[src/rtl/imem_loader.sv]
// ---------------------------------------------------------------------------
// imem_loader
//   Writer side of the instruction-memory fetch path. It takes a byte stream
//   that starts with a 2-byte big-endian word count N, followed by N 32-bit
//   words sent most-significant byte first. Each word is written to
//   instruction memory at consecutive word addresses starting at 0. The CPU
//   is held in stall until the whole image has been written.
//
// Parameters
//   ADDR_WIDTH   word-address width; memory depth is 2^ADDR_WIDTH words
//
// Ports
//   clock         in   system clock, rising edge
//   reset         in   asynchronous, active-high
//   start         in   one-cycle pulse that begins a load session
//                      (honoured only in IDLE, DONE or ERROR)
//   in_valid      in   byte source has a byte on in_data
//   in_data       in   stream byte
//   in_ready      out  loader accepts a byte this cycle
//   mem_we        out  one-cycle write pulse per assembled word
//   mem_addr      out  word address of the write
//   mem_wdata     out  assembled instruction word
//   cpu_hold      out  1 = processor stalled
//   done          out  load finished (level)
//   error         out  header length exceeds the memory depth (level)
//   words_loaded  out  words written in this session
// ---------------------------------------------------------------------------
module imem_loader #(
    parameter int ADDR_WIDTH = 10
) (
    input  logic                  clock,
    input  logic                  reset,
    input  logic                  start,
    input  logic                  in_valid,
    input  logic [7:0]            in_data,
    output logic                  in_ready,
    output logic                  mem_we,
    output logic [ADDR_WIDTH-1:0] mem_addr,
    output logic [31:0]           mem_wdata,
    output logic                  cpu_hold,
    output logic                  done,
    output logic                  error,
    output logic [ADDR_WIDTH:0]   words_loaded
);

    typedef enum logic [2:0] {
        S_IDLE, S_LEN_HI, S_LEN_LO, S_DATA, S_WRITE, S_DONE, S_ERROR
    } state_t;

    localparam int unsigned DEPTH = 32'd1 << ADDR_WIDTH;

    state_t                r_state;
    state_t                w_next_state;

    logic                  r_in_ready;
    logic                  r_mem_we;
    logic [ADDR_WIDTH-1:0] r_mem_addr;
    logic [31:0]           r_mem_wdata;
    logic                  r_cpu_hold;
    logic                  r_done;
    logic                  r_error;
    logic [ADDR_WIDTH:0]   r_words_loaded;
    logic [15:0]           r_len;
    logic [23:0]           r_buf;
    logic [1:0]            r_byte_cnt;

    logic                  w_in_ready_nxt;
    logic                  w_mem_we_nxt;
    logic [ADDR_WIDTH-1:0] w_mem_addr_nxt;
    logic [31:0]           w_mem_wdata_nxt;
    logic                  w_cpu_hold_nxt;
    logic                  w_done_nxt;
    logic                  w_error_nxt;
    logic [ADDR_WIDTH:0]   w_words_loaded_nxt;
    logic [15:0]           w_len_nxt;
    logic [23:0]           w_buf_nxt;
    logic [1:0]            w_byte_cnt_nxt;

    logic                  w_xfer;
    logic [15:0]           w_len_full;
    logic                  w_len_zero;
    logic                  w_len_too_big;
    logic [ADDR_WIDTH:0]   w_wl_inc;
    logic                  w_last_word;

    assign w_xfer        = in_valid & r_in_ready;
    // Full length as it will be once the low byte is captured this cycle.
    assign w_len_full    = {r_len[15:8], in_data};
    assign w_len_zero    = (w_len_full == 16'd0);
    assign w_len_too_big = (32'(w_len_full) > DEPTH);
    assign w_wl_inc      = r_words_loaded + 1'b1;
    assign w_last_word   = (32'(w_wl_inc) == 32'(r_len));

    // State register
    always_ff @(posedge clock or posedge reset) begin
        if (reset) begin
            r_state <= S_IDLE;
        end else begin
            r_state <= w_next_state;
        end
    end

    // Next-state logic
    always_comb begin
        w_next_state = r_state;
        case (r_state)
            S_IDLE, S_DONE, S_ERROR: begin
                if (start) w_next_state = S_LEN_HI;
            end
            S_LEN_HI: begin
                if (w_xfer) w_next_state = S_LEN_LO;
            end
            S_LEN_LO: begin
                if (w_xfer) begin
                    if (w_len_zero)         w_next_state = S_DONE;
                    else if (w_len_too_big) w_next_state = S_ERROR;
                    else                    w_next_state = S_DATA;
                end
            end
            S_DATA: begin
                if (w_xfer && r_byte_cnt == 2'd3) w_next_state = S_WRITE;
            end
            S_WRITE: begin
                w_next_state = w_last_word ? S_DONE : S_DATA;
            end
            default: w_next_state = S_IDLE;
        endcase
    end

    // Output logic: next values of the registered outputs and datapath
    always_comb begin
        w_in_ready_nxt     = r_in_ready;
        w_mem_we_nxt       = r_mem_we;
        w_mem_addr_nxt     = r_mem_addr;
        w_mem_wdata_nxt    = r_mem_wdata;
        w_cpu_hold_nxt     = r_cpu_hold;
        w_done_nxt         = r_done;
        w_error_nxt        = r_error;
        w_words_loaded_nxt = r_words_loaded;
        w_len_nxt          = r_len;
        w_buf_nxt          = r_buf;
        w_byte_cnt_nxt     = r_byte_cnt;
        case (r_state)
            S_IDLE, S_DONE, S_ERROR: begin
                if (start) begin
                    w_done_nxt         = 1'b0;
                    w_error_nxt        = 1'b0;
                    w_words_loaded_nxt = '0;
                    w_mem_addr_nxt     = '0;
                    w_byte_cnt_nxt     = 2'd0;
                    w_cpu_hold_nxt     = 1'b1;
                    w_in_ready_nxt     = 1'b1;
                end
            end
            S_LEN_HI: begin
                if (w_xfer) w_len_nxt = {in_data, r_len[7:0]};
            end
            S_LEN_LO: begin
                if (w_xfer) begin
                    w_len_nxt = w_len_full;
                    if (w_len_zero) begin
                        w_done_nxt     = 1'b1;
                        w_cpu_hold_nxt = 1'b0;
                        w_in_ready_nxt = 1'b0;
                    end else if (w_len_too_big) begin
                        w_error_nxt    = 1'b1;
                        w_cpu_hold_nxt = 1'b1;
                        w_in_ready_nxt = 1'b0;
                    end
                end
            end
            S_DATA: begin
                if (w_xfer) begin
                    // Earlier bytes shift up so the first byte ends up as the MSB.
                    w_buf_nxt      = {r_buf[15:0], in_data};
                    w_byte_cnt_nxt = r_byte_cnt + 2'd1;
                    if (r_byte_cnt == 2'd3) begin
                        w_mem_wdata_nxt = {r_buf, in_data};
                        w_mem_we_nxt    = 1'b1;
                        w_in_ready_nxt  = 1'b0;
                    end
                end
            end
            S_WRITE: begin
                w_mem_we_nxt       = 1'b0;
                w_words_loaded_nxt = w_wl_inc;
                if (w_last_word) begin
                    // Address stays on the final index so a full-depth image never wraps.
                    w_done_nxt     = 1'b1;
                    w_cpu_hold_nxt = 1'b0;
                end else begin
                    w_mem_addr_nxt = r_mem_addr + 1'b1;
                    w_in_ready_nxt = 1'b1;
                end
            end
            default: ;
        endcase
    end

    always_ff @(posedge clock or posedge reset) begin
        if (reset) begin
            r_in_ready     <= 1'b0;
            r_mem_we       <= 1'b0;
            r_mem_addr     <= '0;
            r_mem_wdata    <= '0;
            r_cpu_hold     <= 1'b1;
            r_done         <= 1'b0;
            r_error        <= 1'b0;
            r_words_loaded <= '0;
            r_len          <= '0;
            r_buf          <= '0;
            r_byte_cnt     <= 2'd0;
        end else begin
            r_in_ready     <= w_in_ready_nxt;
            r_mem_we       <= w_mem_we_nxt;
            r_mem_addr     <= w_mem_addr_nxt;
            r_mem_wdata    <= w_mem_wdata_nxt;
            r_cpu_hold     <= w_cpu_hold_nxt;
            r_done         <= w_done_nxt;
            r_error        <= w_error_nxt;
            r_words_loaded <= w_words_loaded_nxt;
            r_len          <= w_len_nxt;
            r_buf          <= w_buf_nxt;
            r_byte_cnt     <= w_byte_cnt_nxt;
        end
    end

    assign in_ready     = r_in_ready;
    assign mem_we       = r_mem_we;
    assign mem_addr     = r_mem_addr;
    assign mem_wdata    = r_mem_wdata;
    assign cpu_hold     = r_cpu_hold;
    assign done         = r_done;
    assign error        = r_error;
    assign words_loaded = r_words_loaded;

endmodule

[config.mk]
export PLATFORM = sky130hd
export DESIGN_NAME = imem_loader
export DESIGN_NICKNAME = d
export VERILOG_FILES = /design/src/rtl/imem_loader.sv
export SDC_FILE = /design/constraint.sdc
export NUM_CORES = 1
export LEC_CHECK = 0
export ABC_CLOCK_PERIOD_IN_PS = 3100
export CAP_MARGIN = 20
export CORE_MARGIN = 1
export CORE_UTILIZATION = 35
export DETAILED_ROUTE_END_ITERATION = 8
export PLACE_DENSITY = 0.67
export SKIP_CTS_REPAIR_TIMING = 1
export SYNTH_ARGS = -nofsm -noshare
export SYNTH_HDL_FRONTEND = slang
export SYNTH_SLANG_ARGS = --single-unit
[constraint.sdc]
create_clock -name clock -period 3.1 [get_ports clock]
set_input_delay 0.31 -clock clock [delete_from_list [all_inputs] [get_ports clock]]
set_output_delay 0.31 -clock clock [all_outputs]
set_load 0.05 [all_outputs]
**Word-level counts from Yosys, hierarchy flattened**

Index checks and enable logic that the tools add are counted.

- Bits in registers: 103
- Bits of input ports: 12
- Output and inout port bits: 58
- Logic and storage cells: 106

- Add/subtract/negate cells: 3
- Order comparisons: 1
- Equality and inequality tests: 20
- Muxes and demuxes: 43
- Bitwise logic cells: 3
- Reductions and logical operators: 23

Operator list:

| kind | number |
|---|---|
| $pmux 16 s2 | 1 |
| $ne 2x2->1 const B | 11 |
| $pmux 11 s2 | 1 |
| $mux 3 | 7 |
| $mux 10 | 2 |
| $pmux 10 s2 | 1 |
| $mux 1 | 19 |
| $reduce_and 3->1 | 6 |
| $eq 11x16->1 | 1 |
| $gt 16x11->1 const B | 1 |
| $logic_not 16->1 | 1 |
| $mux 16 | 1 |
| $pmux 3 s5 | 1 |
| $reduce_and 5->1 | 3 |
| $add 11x1->11 const B | 1 |
| $mux 11 | 1 |
| $add 10x1->10 const B | 1 |
| $eq 3x3->1 const B | 3 |
| $mux 8 | 1 |
| $reduce_bool 2->1 | 4 |
| $reduce_and 7->1 | 1 |
| $eq 3x2->1 const B | 2 |
| $pmux 1 s3 | 2 |
| $mux 2 | 2 |
| other kinds (16) | 19 |

**Longest topological paths before layout**

- Depth in word-level cells: 5
- Gate-level depth with buffers: 9

**Worst setup path before layout**

No wires, ideal clock.

- Kind: register to register
- From: register r_words_loaded[0] (netlist: words_loaded[0])
- To: register r_state[1]
- Setup time: 0.137 ns
- Arrival: 2.437 ns
- Data required time: 2.963 ns
- Slack: 0.526 ns
- Stages on the path, launching flop included: 10
- Period minus slack after synthesis: 2.574 ns
- Cell sequence: dfrtp_1 > ha_1 > nand3_2 > nor2_1 > xor2_1 > nor3_1 > nand4b_4 > buf_6 > a211oi_1 > a21oi_1

- Word-level cells in the longest chain between the ends: 4

RTL lines:

| what | RTL line | RTL |
|---|---|---|
| start: declaration | 62 | `logic [ADDR_WIDTH:0] r_words_loaded;` |
| start signal: assignment | 221 | `r_words_loaded <= w_words_loaded_nxt;` |
| $add 11x1->11 | 91 | `assign w_wl_inc = r_words_loaded + 1'b1;` |
| $eq 11x16->1 | 92 | `assign w_last_word = (32'(w_wl_inc) == 32'(r_len));` |
| $mux 3 | 124 | `w_next_state = w_last_word ? S_DONE : S_DATA;` |
| $pmux 3 s5 | 106 | `case (r_state)` |
| end signal: assignment | 99 | `r_state <= w_next_state;` |
| end: declaration | 52 | `state_t r_state;` |

Every way passes these cells.
A chain may end at the register's enable or synchronous reset.

**Worst setup path in the final report**

- From: register r_words_loaded[0] (netlist: words_loaded[0])
- To: register r_mem_addr[0] (netlist: mem_addr[0])

- Word-level cells in the longest chain between the ends: 4

RTL lines:

| what | RTL line | RTL |
|---|---|---|
| $add 11x1->11 | 91 |  |
| $eq 11x16->1 | 92 |  |
| $ne 2x2->1 (no source line) | -- |  |
| $reduce_and 3->1 (no source line) | -- |  |
| end signal: assignment | 216 | `r_mem_addr <= w_mem_addr_nxt;` |
| end: declaration | 57 | `logic [ADDR_WIDTH-1:0] r_mem_addr;` |

Every way passes these cells.

==> metrics <==
Slew @ Worst Pin=0.7627 ns; post-route cell area=5973 um^2; drt wl/cell=about 16 um; Reg area=2579 um^2; initial antenna violation count=0; Sw Share=0.3657; Internal=0.003072 W; IO Pins=70; first-pass GRT wire length=17490 um; cell count of the worst reg-to-reg path=8; Peak supply drop=between 0.3 and 0.4 mV; Hold/Removal Path Class=in -> async; Final min period=2.631 ns; yosys warns=0; critical path type=reg -> reg; vias in the first global route=roughly 3400; P per Cell Area=just over 800 nW/um^2; Tcrit/Tclk final=0.8486; Initial Util=0.3616; Core Region=13300 um^2; Filler cells=1197; global route overflow=0; die area=approximately 14000 um^2; Final Skew=0.008233 ns; startpoint types=register; cell taking the most area after synthesis=dfrtp_1; Reg2Reg Launch Point=words_loaded[0]; CTS tree=built; Num CTS Buffers=9; largest net degree at the start of global routing=61; 1st-iter DRT viols=168; Routed WL=10160 um; CP endpoint kind=register; area of the multi-input gates=between 2000 and 2500 um^2; worst-path fanout max=19; CTS sink count=103; sequential share of power=0.426; dpl hpwl=between 7000 and 8000 um; fin nets=between 400 and 500; most frequent cells in the layout=dfrtp_1 (102), mux2_2 (73), clkdlybuf4s50_1 (69); clock root cell=clkbuf_16; total power draw=0.004842 W; die height=119.2 um; Seq cells post-synth=just over 100; Reg2Reg Capture Point=mem_addr[0]; Seq/Total Area, Yosys=0.5364; htree depth=3; Longest Clk Path Bufs=2; Synth cell types=52; Layout Cells excl Fill=653; max frequency=380.1 MHz; 1st-pass router iterations=4; vias per cell=5.132; status=complete, no violations; remaining antenna violation count=0; Comb power frac=0.332; setup TNS=0 ns; Area after DPL=5663 um^2; switching power=about 0.0018 W; RD Place Congestion=0.8335; flop-to-flop setup slack=0.47 ns; Worst Path Required=3.33 ns; Fin. Hold Viols=0; area grow syn2layout=24.26%; Critical Path AT=2.87 ns; top post-synthesis cells by area=dfrtp_1 (53%), mux2_2 (17%), nand2_1 (2.3%); worst rel slew slack=0.4896; DRC errors left=0; placed cell count=around 640; final setup fails=0; ant diodes=0; syn nets=about 420; layout cell share with drive strength beyond 1=0.2138; Syn Area/Cell=11.75 um^2; worst skew pair latency=between 0.3 and 0.4 ns; Synth Cell Area=4807 um^2; asr flop ratio synth=1.000; total of max-cap violations=0; Clock power frac=0.242; clock-pin slew on the worst setup and hold paths=around 0.07 ns; Post-synth EDFFs=0; # rows=42; via count=between 3000 and 4000; most common cell after layout, fill and taps aside=dfrtp_1; die width=119.2 um; top_reg_cell synth=dfrtp_1; Final Max Tran Viols=0; post-synthesis instance total=409; Leakage Power=~2.6 nW; IO buf count=69; GRT Resource Usage Total=0.1551; RSZ-0062 raised after global routing=no; Synth top area share=0.5310
==> registers in the layout, indices dropped and copies added (netlist names), 2 cells and up <==
register      cells
mem_wdata        32
r_state           3
r_buf            24
r_len            16
mem_addr         10
words_loaded     11
r_byte_cnt        2
==> layer usage <==
layer	wire, um	vias to the layer above	track usage
met1	4745	1646	0.2073
met5	0	-	0
met2	4884	77	0.2485
met4	208	0	0.07358
li1	-	1613	-
met3	324	15	0.02107
==> synth_stat cells (all sizes together), types with 7 or more instances <==
library cell,number
o21ai,19
buf,12
a21oi,10
clkbuf,9
mux2,73
nand2,29
nor2,20
and2,7
dfrtp,102
o31ai,8
xnor2,8
xor2,8
a31oi,13
nand3,8
nor3,13
==> critical path: stages, from the launching register on <==
cell	delay, ns
dfrtp_1	0.47
ha_1	0.30
nand3_2	0.19
nor2_1	0.27
xor2_1	0.10
nor3_1	0.34
nand4b_4	0.31
and2_1	0.28
mux2_2	0.26
==> power by group through the flow <==
stage / registers, W / logic (W) / clock network [W]
3_3_place_gp: 0.00207 / 0.00157 / 0
5_1_grt: 0.00213 / 0.00175 / 0.00125
6_report: 0.00206 / 0.00161 / 0.00117
3_5_place_dp: 0.00209 / 0.00161 / 0
4_1_cts: 0.00207 / 0.00161 / 0.00120
2_1_floorplan: 0.00221 / 0.00102 / 0
==> cell families after synthesis <==
| family | Yosys count | share of synthesized area |
|---|---|---|
| adders and majority gates | 3 | 0.007809 |
| and+or+nand+nor | 109 | 0.1210 |
| xor gates and xnor gates | 16 | 0.02915 |
| AOI/OAI and AO/OA | 76 | 0.1039 |
| DFF | 103 | 0.5364 |
| muxes | 75 | 0.1752 |
| buffers and inverters | 27 | 0.02655 |
==> worst max-delay path by stage <==
stage | start | endpoint | slack, ns | cells after the start
2_1_floorplan | reset | done | 0.09 | 1
3_5_place_dp | words_loaded[0] | mem_addr[0] | 0.48 | 8
5_1_grt | words_loaded[0] | mem_addr[0] | 0.27 | 8
6_report | words_loaded[0] | mem_addr[0] | 0.47 | 8
4_1_cts | words_loaded[0] | mem_addr[0] | 0.46 | 8
3_3_place_gp | words_loaded[0] | mem_addr[0] | 0.62 | 8
==> layout make-up <==
| type | count | area share |
|---|---|---|
| clock buffers | 9 | 0.03770 |
| clock inverters | 7 | 0.01424 |
| inverters | 6 | 0.004189 |
| multi-input cells | 279 | 0.3525 |
| flip-flops and latches | 103 | 0.4317 |
| well taps | 176 | 0.03687 |
| repair buffers | 73 | 0.1227 |
==> stage by stage <==
step | hold WS [ns] | util | worst slack (ns)
floorplan | 0.4606 | - | 0.08782
global placement | 0.4780 | 0.4259 | 0.6171
detailed placement | 0.4777 | 0.4259 | 0.4755
CTS | 0.3828 | 0.4493 | 0.4562
global route | 0.4215 | 0.4493 | 0.2675
finish | 0.3635 | 0.4493 | 0.4692
No activity file was read; power rests on OpenSTA's default activity.
